### src/rtl/vga_scanout.sv
// vga_scanout: VGA timing generator and framebuffer scan-out.
// Presents a linear read address to the framebuffer, takes the colour index
// back one cycle later and maps it through a 16-entry 12-bit palette.
// Every output is registered; pins lag the counter position by 2 cycles.
// Build option: define VGA_PALETTE_WR_EN to make the palette writable
// through the pal_wr_* ports; otherwise the palette is a fixed grey ramp.
module vga_scanout #(
    parameter int H_ACTIVE = 640,
    parameter int H_FP     = 16,
    parameter int H_SYNC   = 96,
    parameter int H_BP     = 48,
    parameter int V_ACTIVE = 480,
    parameter int V_FP     = 10,
    parameter int V_SYNC   = 2,
    parameter int V_BP     = 33
) (
    input  logic        clock,
    input  logic        reset,
    output logic [18:0] fb_addr,
    input  logic [3:0]  fb_data,
    output logic        vga_hsync,
    output logic        vga_vsync,
    output logic [3:0]  vga_r,
    output logic [3:0]  vga_g,
    output logic [3:0]  vga_b
`ifdef VGA_PALETTE_WR_EN
    ,
    input  logic        pal_wr_en,
    input  logic [3:0]  pal_wr_idx,
    input  logic [11:0] pal_wr_rgb
`endif
);

    localparam int H_TOTAL = H_ACTIVE + H_FP + H_SYNC + H_BP;
    localparam int V_TOTAL = V_ACTIVE + V_FP + V_SYNC + V_BP;

    localparam logic [9:0]  H_LAST     = 10'(H_TOTAL - 1);
    localparam logic [9:0]  V_LAST     = 10'(V_TOTAL - 1);
    localparam logic [9:0]  H_ACT      = 10'(H_ACTIVE);
    localparam logic [9:0]  V_ACT      = 10'(V_ACTIVE);
    localparam logic [9:0]  H_ACT_LAST = 10'(H_ACTIVE - 1);
    localparam logic [9:0]  V_ACT_LAST = 10'(V_ACTIVE - 1);
    localparam logic [9:0]  HS_BEG     = 10'(H_ACTIVE + H_FP);
    localparam logic [9:0]  HS_END     = 10'(H_ACTIVE + H_FP + H_SYNC);
    localparam logic [9:0]  VS_BEG     = 10'(V_ACTIVE + V_FP);
    localparam logic [9:0]  VS_END     = 10'(V_ACTIVE + V_FP + V_SYNC);

    logic [9:0]  h_cnt;
    logic [9:0]  v_cnt;
    logic        h_wrap;
    logic        v_wrap;
    logic        active;
    logic        last_pixel;
    logic        hsync_now;
    logic        vsync_now;
    logic        active_d1;
    logic        hsync_d1;
    logic        vsync_d1;
    logic [11:0] lookup;

    // Decode the current counter position.
    always_comb begin
        h_wrap     = (h_cnt == H_LAST);
        v_wrap     = (v_cnt == V_LAST);
        active     = (h_cnt < H_ACT) && (v_cnt < V_ACT);
        last_pixel = (h_cnt == H_ACT_LAST) && (v_cnt == V_ACT_LAST);
        hsync_now  = !((h_cnt >= HS_BEG) && (h_cnt < HS_END));
        vsync_now  = !((v_cnt >= VS_BEG) && (v_cnt < VS_END));
    end

    // Horizontal and vertical position counters, both wrapping.
    always_ff @(posedge clock or posedge reset) begin
        if (reset) begin
            h_cnt <= '0;
            v_cnt <= '0;
        end else begin
            if (h_wrap) begin
                h_cnt <= '0;
                v_cnt <= v_wrap ? '0 : v_cnt + 10'd1;
            end else begin
                h_cnt <= h_cnt + 10'd1;
            end
        end
    end

    // Linear address: steps on active pixels, parks on the last pixel of the
    // frame through vertical blanking, and rewinds to 0 for pixel (0,0).
    always_ff @(posedge clock or posedge reset) begin
        if (reset) begin
            fb_addr <= '0;
        end else if (h_wrap && v_wrap) begin
            fb_addr <= '0;
        end else if (active && !last_pixel) begin
            fb_addr <= fb_addr + 19'd1;
        end
    end

    // Delay active/sync by two stages to line up with the palette output.
    always_ff @(posedge clock or posedge reset) begin
        if (reset) begin
            active_d1 <= 1'b0;
            hsync_d1  <= 1'b1;
            vsync_d1  <= 1'b1;
            vga_hsync <= 1'b1;
            vga_vsync <= 1'b1;
        end else begin
            active_d1 <= active;
            hsync_d1  <= hsync_now;
            vsync_d1  <= vsync_now;
            vga_hsync <= hsync_d1;
            vga_vsync <= vsync_d1;
        end
    end

`ifdef VGA_PALETTE_WR_EN
    logic [11:0] palette [16];

    // Writable palette; reset reloads the grey ramp.
    always_ff @(posedge clock or posedge reset) begin
        if (reset) begin
            for (int i = 0; i < 16; i++) begin
                palette[i] <= {4'(i), 4'(i), 4'(i)};
            end
        end else if (pal_wr_en) begin
            palette[pal_wr_idx] <= pal_wr_rgb;
        end
    end

    assign lookup = palette[fb_data];
`else
    // Fixed grey ramp: entry i is {i,i,i}.
    assign lookup = {fb_data, fb_data, fb_data};
`endif

    // Registered palette lookup; black outside the active region.
    always_ff @(posedge clock or posedge reset) begin
        if (reset) begin
            {vga_r, vga_g, vga_b} <= '0;
        end else if (active_d1) begin
            {vga_r, vga_g, vga_b} <= lookup;
        end else begin
            {vga_r, vga_g, vga_b} <= '0;
        end
    end

endmodule

### config.mk
export PLATFORM = sky130hd
export DESIGN_NAME = vga_scanout
export DESIGN_NICKNAME = d
export VERILOG_FILES = /design/src/rtl/vga_scanout.sv
export SDC_FILE = /design/constraint.sdc
export NUM_CORES = 1
export LEC_CHECK = 0
export CELL_PAD_IN_SITES_DETAIL_PLACEMENT = 0
export CELL_PAD_IN_SITES_GLOBAL_PLACEMENT = 1
export CORE_MARGIN = 2
export CORE_UTILIZATION = 39
export CTS_BUF_LIST = sky130_fd_sc_hd__clkbuf_4
export CTS_CLUSTER_SIZE = 30
export DETAILED_ROUTE_END_ITERATION = 10
export PLACE_DENSITY = 0.75
export SLEW_MARGIN = 20
export SYNTH_ARGS = -nofsm -noshare
export SYNTH_HDL_FRONTEND = slang
export SYNTH_SLANG_ARGS = --single-unit
### constraint.sdc
create_clock -name clock -period 1.8 [get_ports clock]
set_clock_uncertainty 0.2 [all_clocks]
set_input_delay 0.36 -clock clock [delete_from_list [all_inputs] [get_ports clock]]
set_output_delay 0.36 -clock clock [all_outputs]
set_load 0.02 [all_outputs]
==> metrics.yaml, run 1 <==
synth_area_leaders: "dfrtp_1 45%, dfstp_2 4.3%, nand2_1 3.7%, buf_4 3.1%, nand3_1 3.1%"
cp_slowest_stage_delay_ns: 0.43
final-max-slew-violation-count: 0
cts_tree: "built"
max-slew-margin-rel_pct: 74.2
synth_simple_gate_area_share_pct: 25.2
via_count: 2192
setup_viol: 30
initial_core_util_pct: 40.9
die_h_um: 83.3
ir_worst_vdd_uv: 344
p_leak_nw: 1.66
synthesis.nets: 252
fp.dieW_um: 83.3
dr.pass1.iters: 4
critPathTopFamily: "simple AND/OR/NAND/NOR gates"
ys_ff_latch: 48
stdcell_area_um2: 3750
synth-edff-count: 0
htree_levels: 2
fp-row-count: 28
layout-drive-gt1-share_pct: 41.2
wl_per_cell_um: 14.8
yosysTopAreaCell: "dfrtp_1"
status: "finished, violations left"
globalRouteOverflowTotal: 0
dp.cells: 391
ys_async_sr_fraction_pct: 100
drt_iter0_markers: 64
numCtsBuffers: 5
r2r_end: "fb_addr[14]"
synth_mux_area_share_pct: 2.45
antenna_found_initial: 0
layout_min_cycle_time_ns: 2.03
synth_area_per_cell_um2: 10.2
final_common_cell: "buf_4"
cts.sinks: 48
gp_congestion: 0.781
synth_xor_area_share_pct: 4.29
ys.flop_type: "dfrtp_1"
place_area_um2: 3290
fin_crit_sh_pct: 113
root_buffer: "clkbuf_4"
fill_cells: 491
tightest_slew_ns: 0.385
yosysWarnings: 0
wirelength_mm: 6.22
cp-start-kind: "flip-flop"
violations: "setup timing"
critPathSlowestCell: "or3_4"
setup-tns-final_ns: -3.85
timing.rr.start: "h_cnt[7]"
power_density_nw_per_um2: 482
worst_ep_arrival_time_ns: 2.13
final_cell_mix: "50 x buf_4, 42 x dfrtp_1, 22 x dlygate4sd2_1"
rsz0062_at_grt: "yes"
finalPower_mw: 1.81
dp_hpwl_mm: 4.09
rrSetupSlack_ns: -0.23
utilization_pct: 62.7
netlist.area_leader.share_pct: 44.9
drcViolationCount: 0
synth_compound_area_share_pct: 10.8
avgViaCountPerCell: 5.22
syn2layout_area_growth_pct: 53.1
synth_fa_ha_area_share_pct: 2.55
crit_path_cell_trace: "o21a_1 > or3_4 > clkinv_8 > nand3_4 > or4_4 > a21oi_2"
synthCells: 241
cp.depth: 6
core_um2: 5990
crit_buf_inv: 1
grt_pass1_wl_mm: 10.4
synth_top_family_by_area: "simple AND/OR/NAND/NOR gates"
netlist_area_um2: 2450
grt_max_degree: 49
io_buffers: 38
grt_pass1_vias: 2216
clk_latency_ns: 0.36
clk_path_buf_depth: 2
gr-usage-all-layers_pct: 18.4
io_pins: 39
die-area_um2: 6940
cap_violations: 0
ys_seq_area_share_pct: 49.2
setup_ws_ns: -0.233
fmax_ghz: 0.492
cts_hold_buf: 0
crit_fanout: 6
worstPathRequired_ns: 1.90
synth_cell_type_count: 45
path_clk_slew_ns: 0.14
final_antenna_net_count: 0
hold_viol: 0
diodes: 0
reg2regPathDepth: 6
nets: 355
cp-end-kind: "flip-flop"
layout.cells.non_filler: 420
hp-class: "input port to async pin"
critPathKind: "flip-flop to flip-flop"
==> what timing repair did <==
action	4_1_cts	5_1_grt
pin swaps	35	18
setup endpoints to repair	62	47
setup buffers	15	5
gates resized for setup	82	46
cloned	3	0
==> synth_stat cells (3+ instances only) <==
library cell and number:
dfrtp_1 44, o211ai_1 5, nor3_1 5, dfstp_2 4, nor2_1 8, a21oi_1 8, o31ai_1 7, nand4_1 11
or3_1 8, nand2_1 24, buf_4 10, xnor2_1 6, inv_1 7, mux2i_1 6, and2_1 7, o21ai_0 15
ha_1 5, buf_2 3, xor2_1 6, nand3_1 15, and3_1 7
==> cell families (layout without fill, tap and decap cells) <==
kind of cell | count (synthesis) | after routing
simple gates | 105 | 107
flops | 48 | 48
xor+xnor | 12 | 12
mux | 6 | 6
compound gates | 42 | 42
buf+inv | 23 | 125
fa+ha+maj | 5 | 5
==> per-layer routing <==
| layer | global-route usage [%] | wire length [um] | vias up |
|---|---|---|---|
| li1 | - | - | 1088 |
| met1 | 22.4 | 2640 | 1053 |
| met2 | 32.0 | 3240 | 40 |
| met3 | 4.08 | 209 | 11 |
| met4 | 6.26 | 129 | 0 |
| met5 | 0 | 0 | - |
==> registers in the layout, summed over array words and instances, names as in the netlist <==
| name | count |
|---|---|
| vga_hsync | 1 |
| active_d1 | 1 |
| vga_vsync | 1 |
| vga_b | 4 |
| vsync_d1 | 1 |
| fb_addr | 19 |
| v_cnt | 10 |
| hsync_d1 | 1 |
| h_cnt | 10 |
==> how the worst max path moves through the flow <==
stage,to,start,slack [ns]
after floorplan,fb_addr[14],h_cnt[7],-0.13
after global placement,fb_addr[5],v_cnt[1],-0.21
after detailed placement,fb_addr[16],h_cnt[7],-0.23
after CTS,fb_addr[14],h_cnt[7],-0.23
after global routing,fb_addr[9],h_cnt[7],-0.33
final,fb_addr[14],h_cnt[7],-0.23
==> metrics by stage <==
stage	hold slack, ns	setup WS [ns]
after floorplan	0.145	-0.130
after global placement	0.146	-0.212
after detailed placement	0.147	-0.229
after CTS	0.145	-0.227
after global routing	0.146	-0.332
final	0.132	-0.233
==> worst reg2reg max path, cell delays in order, from the launching register on <==
cell      delay (ns)
dfrtp_1         0.41
o21a_1          0.18
or3_4           0.43
clkinv_8        0.09
nand3_4         0.10
or4_4           0.43
a21oi_2         0.13
==> area by class of cell <==
class,instances,area (um^2),area share (%)
tap,75,93.8,2.50
timing repair inverter,1,8.76,0.233
clock inverter,2,35.0,0.933
timing repair buffer,108,922,24.6
inverter,8,42.5,1.13
multi-input combinational,172,1400,37.3
sequential,48,1210,32.2
clock buffer,6,45.0,1.20
==> power breakdown <==
part	switching (mW)	internal (mW)	leakage, nW
clock network	0.340	0.307	0.0456
registers	0.00265	1.08	0.610
logic	0.0461	0.0292	1.01
Power figures use the tool's default switching activity.
==> run 2, diff against run 1 <==
--- a/constraint.sdc
+++ b/constraint.sdc
@@ -3,3 +3,3 @@
 set_input_delay 0.36 -clock clock [delete_from_list [all_inputs] [get_ports clock]]
 set_output_delay 0.36 -clock clock [all_outputs]
-set_load 0.02 [all_outputs]
+set_load 0.01 [all_outputs]
==> metrics.yaml, run 2 (synthesized netlist as in run 1, its figures left out) <==
final-max-slew-violation-count: 0  # unchanged
nets: 372  # +4.8%
worstPathRequired_ns: 1.90  # about the same
pre_cts_ws_ns: -0.216  # +0.0130 ns
fin_hold_ws_ns: 0.0262  # -0.106 ns
initial_core_util_pct: 40.9  # unchanged
largest_reg_flops: 19  # unchanged
place_area_um2: 3340  # +1.6%
sequentialPowerShare_pct: 59.9  # -0.2 points
top_register: "fb_addr"
cts_hold_buf: 0  # unchanged
swShare_pct: 22.3  # +0.79 points
grt_pass1_wl_mm: 10.6  # +2.5%
root_buffer: "clkbuf_4"
wl_per_cell_um: 14.9  # +0.81%
cp-end-kind: "flip-flop"
antenna_found_initial: 0  # unchanged
cp-start-kind: "flip-flop"
final_antenna_net_count: 0  # unchanged
fill_cells: 495  # +0.81%
cts_tree: "built"
drcViolationCount: 0  # unchanged
crit_fanout: 6  # unchanged
critPathKind: "flip-flop to flip-flop"
dr.pass1.iters: 4  # unchanged
layout_min_cycle_time_ns: 2.05  # +0.0151 ns
p_int_mw: 1.41  # -0.70%
io_pins: 39  # unchanged
setup_ws_ns: -0.248  # -0.0151 ns
diodes: 0  # unchanged
grt_pass1_vias: 2243  # +1.2%
numCtsBuffers: 5  # unchanged
power_frac_clock_pct: 36.0  # +0.2 points
crit_path_cell_trace: "and4_4 > or3_4 > clkinv_8 > nand3_4 > or4_1 > a21oi_1"
cap_violations: 0  # unchanged
setup_viol: 34  # +13%
power_density_nw_per_um2: 466  # -3.3%
dp_hpwl_mm: 4.15  # +1.6%
clk_path_buf_depth: 2  # unchanged
multiInputGateArea_um2: 1360  # -2.7%
clk_latency_ns: 0.37  # about the same
worst_ep_arrival_time_ns: 2.15  # +0.02 ns
tightest_slew_ns: 0.411  # +0.0261 ns
max-slew-margin-rel_pct: 72.5  # -1.7 points
cts.sinks: 48  # unchanged
path_clk_slew_ns: 0.15  # about the same
final_cell_mix: "69 x buf_4, 39 x dfrtp_1, 27 x dlygate4sd2_1"
hold_viol: 0  # unchanged
io_buffers: 38  # unchanged
grt_max_degree: 16  # -67%
final_common_cell: "buf_4"
htree_levels: 2  # unchanged
avgViaCountPerCell: 5.23  # +0.14%
die_h_um: 83.3  # unchanged
ff_latch_area_um2: 1210  # +0.31%
hp-class: "input port to async pin"
ir_worst_vdd_uv: 382  # +11%
gp_congestion: 0.788  # +0.86%
rsz0062_at_grt: "yes"
fp.dieW_um: 83.3  # unchanged
globalRouteOverflowTotal: 0  # unchanged
syn2layout_area_growth_pct: 58.8
cp_slowest_stage_delay_ns: 0.48  # +0.05 ns
p_sw_mw: 0.404  # +4.0%
wirelength_mm: 6.53  # +4.9%
fp-row-count: 28  # unchanged
layout-drive-gt1-share_pct: 42.5  # +1.4 points
die-area_um2: 6940  # unchanged
stdcell_area_um2: 3890  # +3.7%
largestRegisters: "fb_addr x19, h_cnt x10, v_cnt x10"
setup-tns-final_ns: -4.69  # -0.838 ns
combPwrFrac_pct: 4.1  # about the same
gr-usage-all-layers_pct: 18.7  # +0.33 points
fin_crit_sh_pct: 114  # +0.84 points
critPathSlowestCell: "dfrtp_2"
violations: "setup timing"
via_count: 2284  # +4.2%
drt_iter0_markers: 96  # +50%
core_um2: 5990  # unchanged
fmax_ghz: 0.488  # -0.74%
p_leak_nw: 1.76  # +5.8%
status: "finished, violations left"
finalPower_mw: 1.81  # +0.32%
## run 2: layout make-up
class | instances | area share [%]
inverter | 8 | 1.16
clock buffer | 5 | 0.964
multi-input combinational | 172 | 35.0
timing repair inverter | 1 | 0.225
sequential | 48 | 31.1
tap | 75 | 2.41
timing repair buffer | 125 | 28.1
clock inverter | 3 | 1.09
## run 2: routing by layer
metal  routed length, um  share of wire [%]  track usage [%]
met4                 123                1.9             5.66
met3                 250                3.8             3.98
met5                   0                  0                0
met2                3380                 52             32.9
met1                2770                 43             23.0
## run 2: power groups by stage
stage	Combinational, mW	Clock [mW]	Sequential (mW)
2_1_floorplan	0.0367	0	1.11
3_3_place_gp	0.0793	0	1.11
3_5_place_dp	0.0811	0	1.11
4_1_cts	0.0770	0.682	1.09
5_1_grt	0.0826	0.720	1.09
6_report	0.0744	0.654	1.09
## run 2: final timing paths
check / from / end / slack [ns] / cells past startpoint
min in group clock: vsync_d1 / vga_vsync / 0.17 / 0
worst min register to register: vsync_d1 / vga_vsync / 0.17 / 0
max in group asynchronous: reset / v_cnt[5] / 0.88 / 3
worst min-delay path: reset / v_cnt[9] / 0.03 / 2
worst max-delay path: v_cnt[5] / fb_addr[12] / -0.25 / 6
worst max register to register: v_cnt[5] / fb_addr[12] / -0.25 / 6
## run 2: worst max-delay path, delay by kind of cell, from the launching register on
kind / cells / cell delay [ns]
AOI/OAI and AO/OA: 1 / 0.15
buffers and inverters: 1 / 0.09
DFF: 1 / 0.48
and+or+nand+nor: 4 / 1.06
## run 2: what timing repair did
item                                   in CTS  in global routing
setup endpoints to repair                  62                 40
setup buffers                              32                  3
endpoints found under the hold margin       0                  0
gates cloned                                2                  1
pin swaps                                  30                 13
resized for setup                          79                 40
## run 2: stage by stage
stage,instances,utilization (%)
after detailed placement,397,55.8
final,437,65.0
after CTS,435,62.5
after global placement,397,55.8
after floorplan,241,-
after global routing,437,65.0
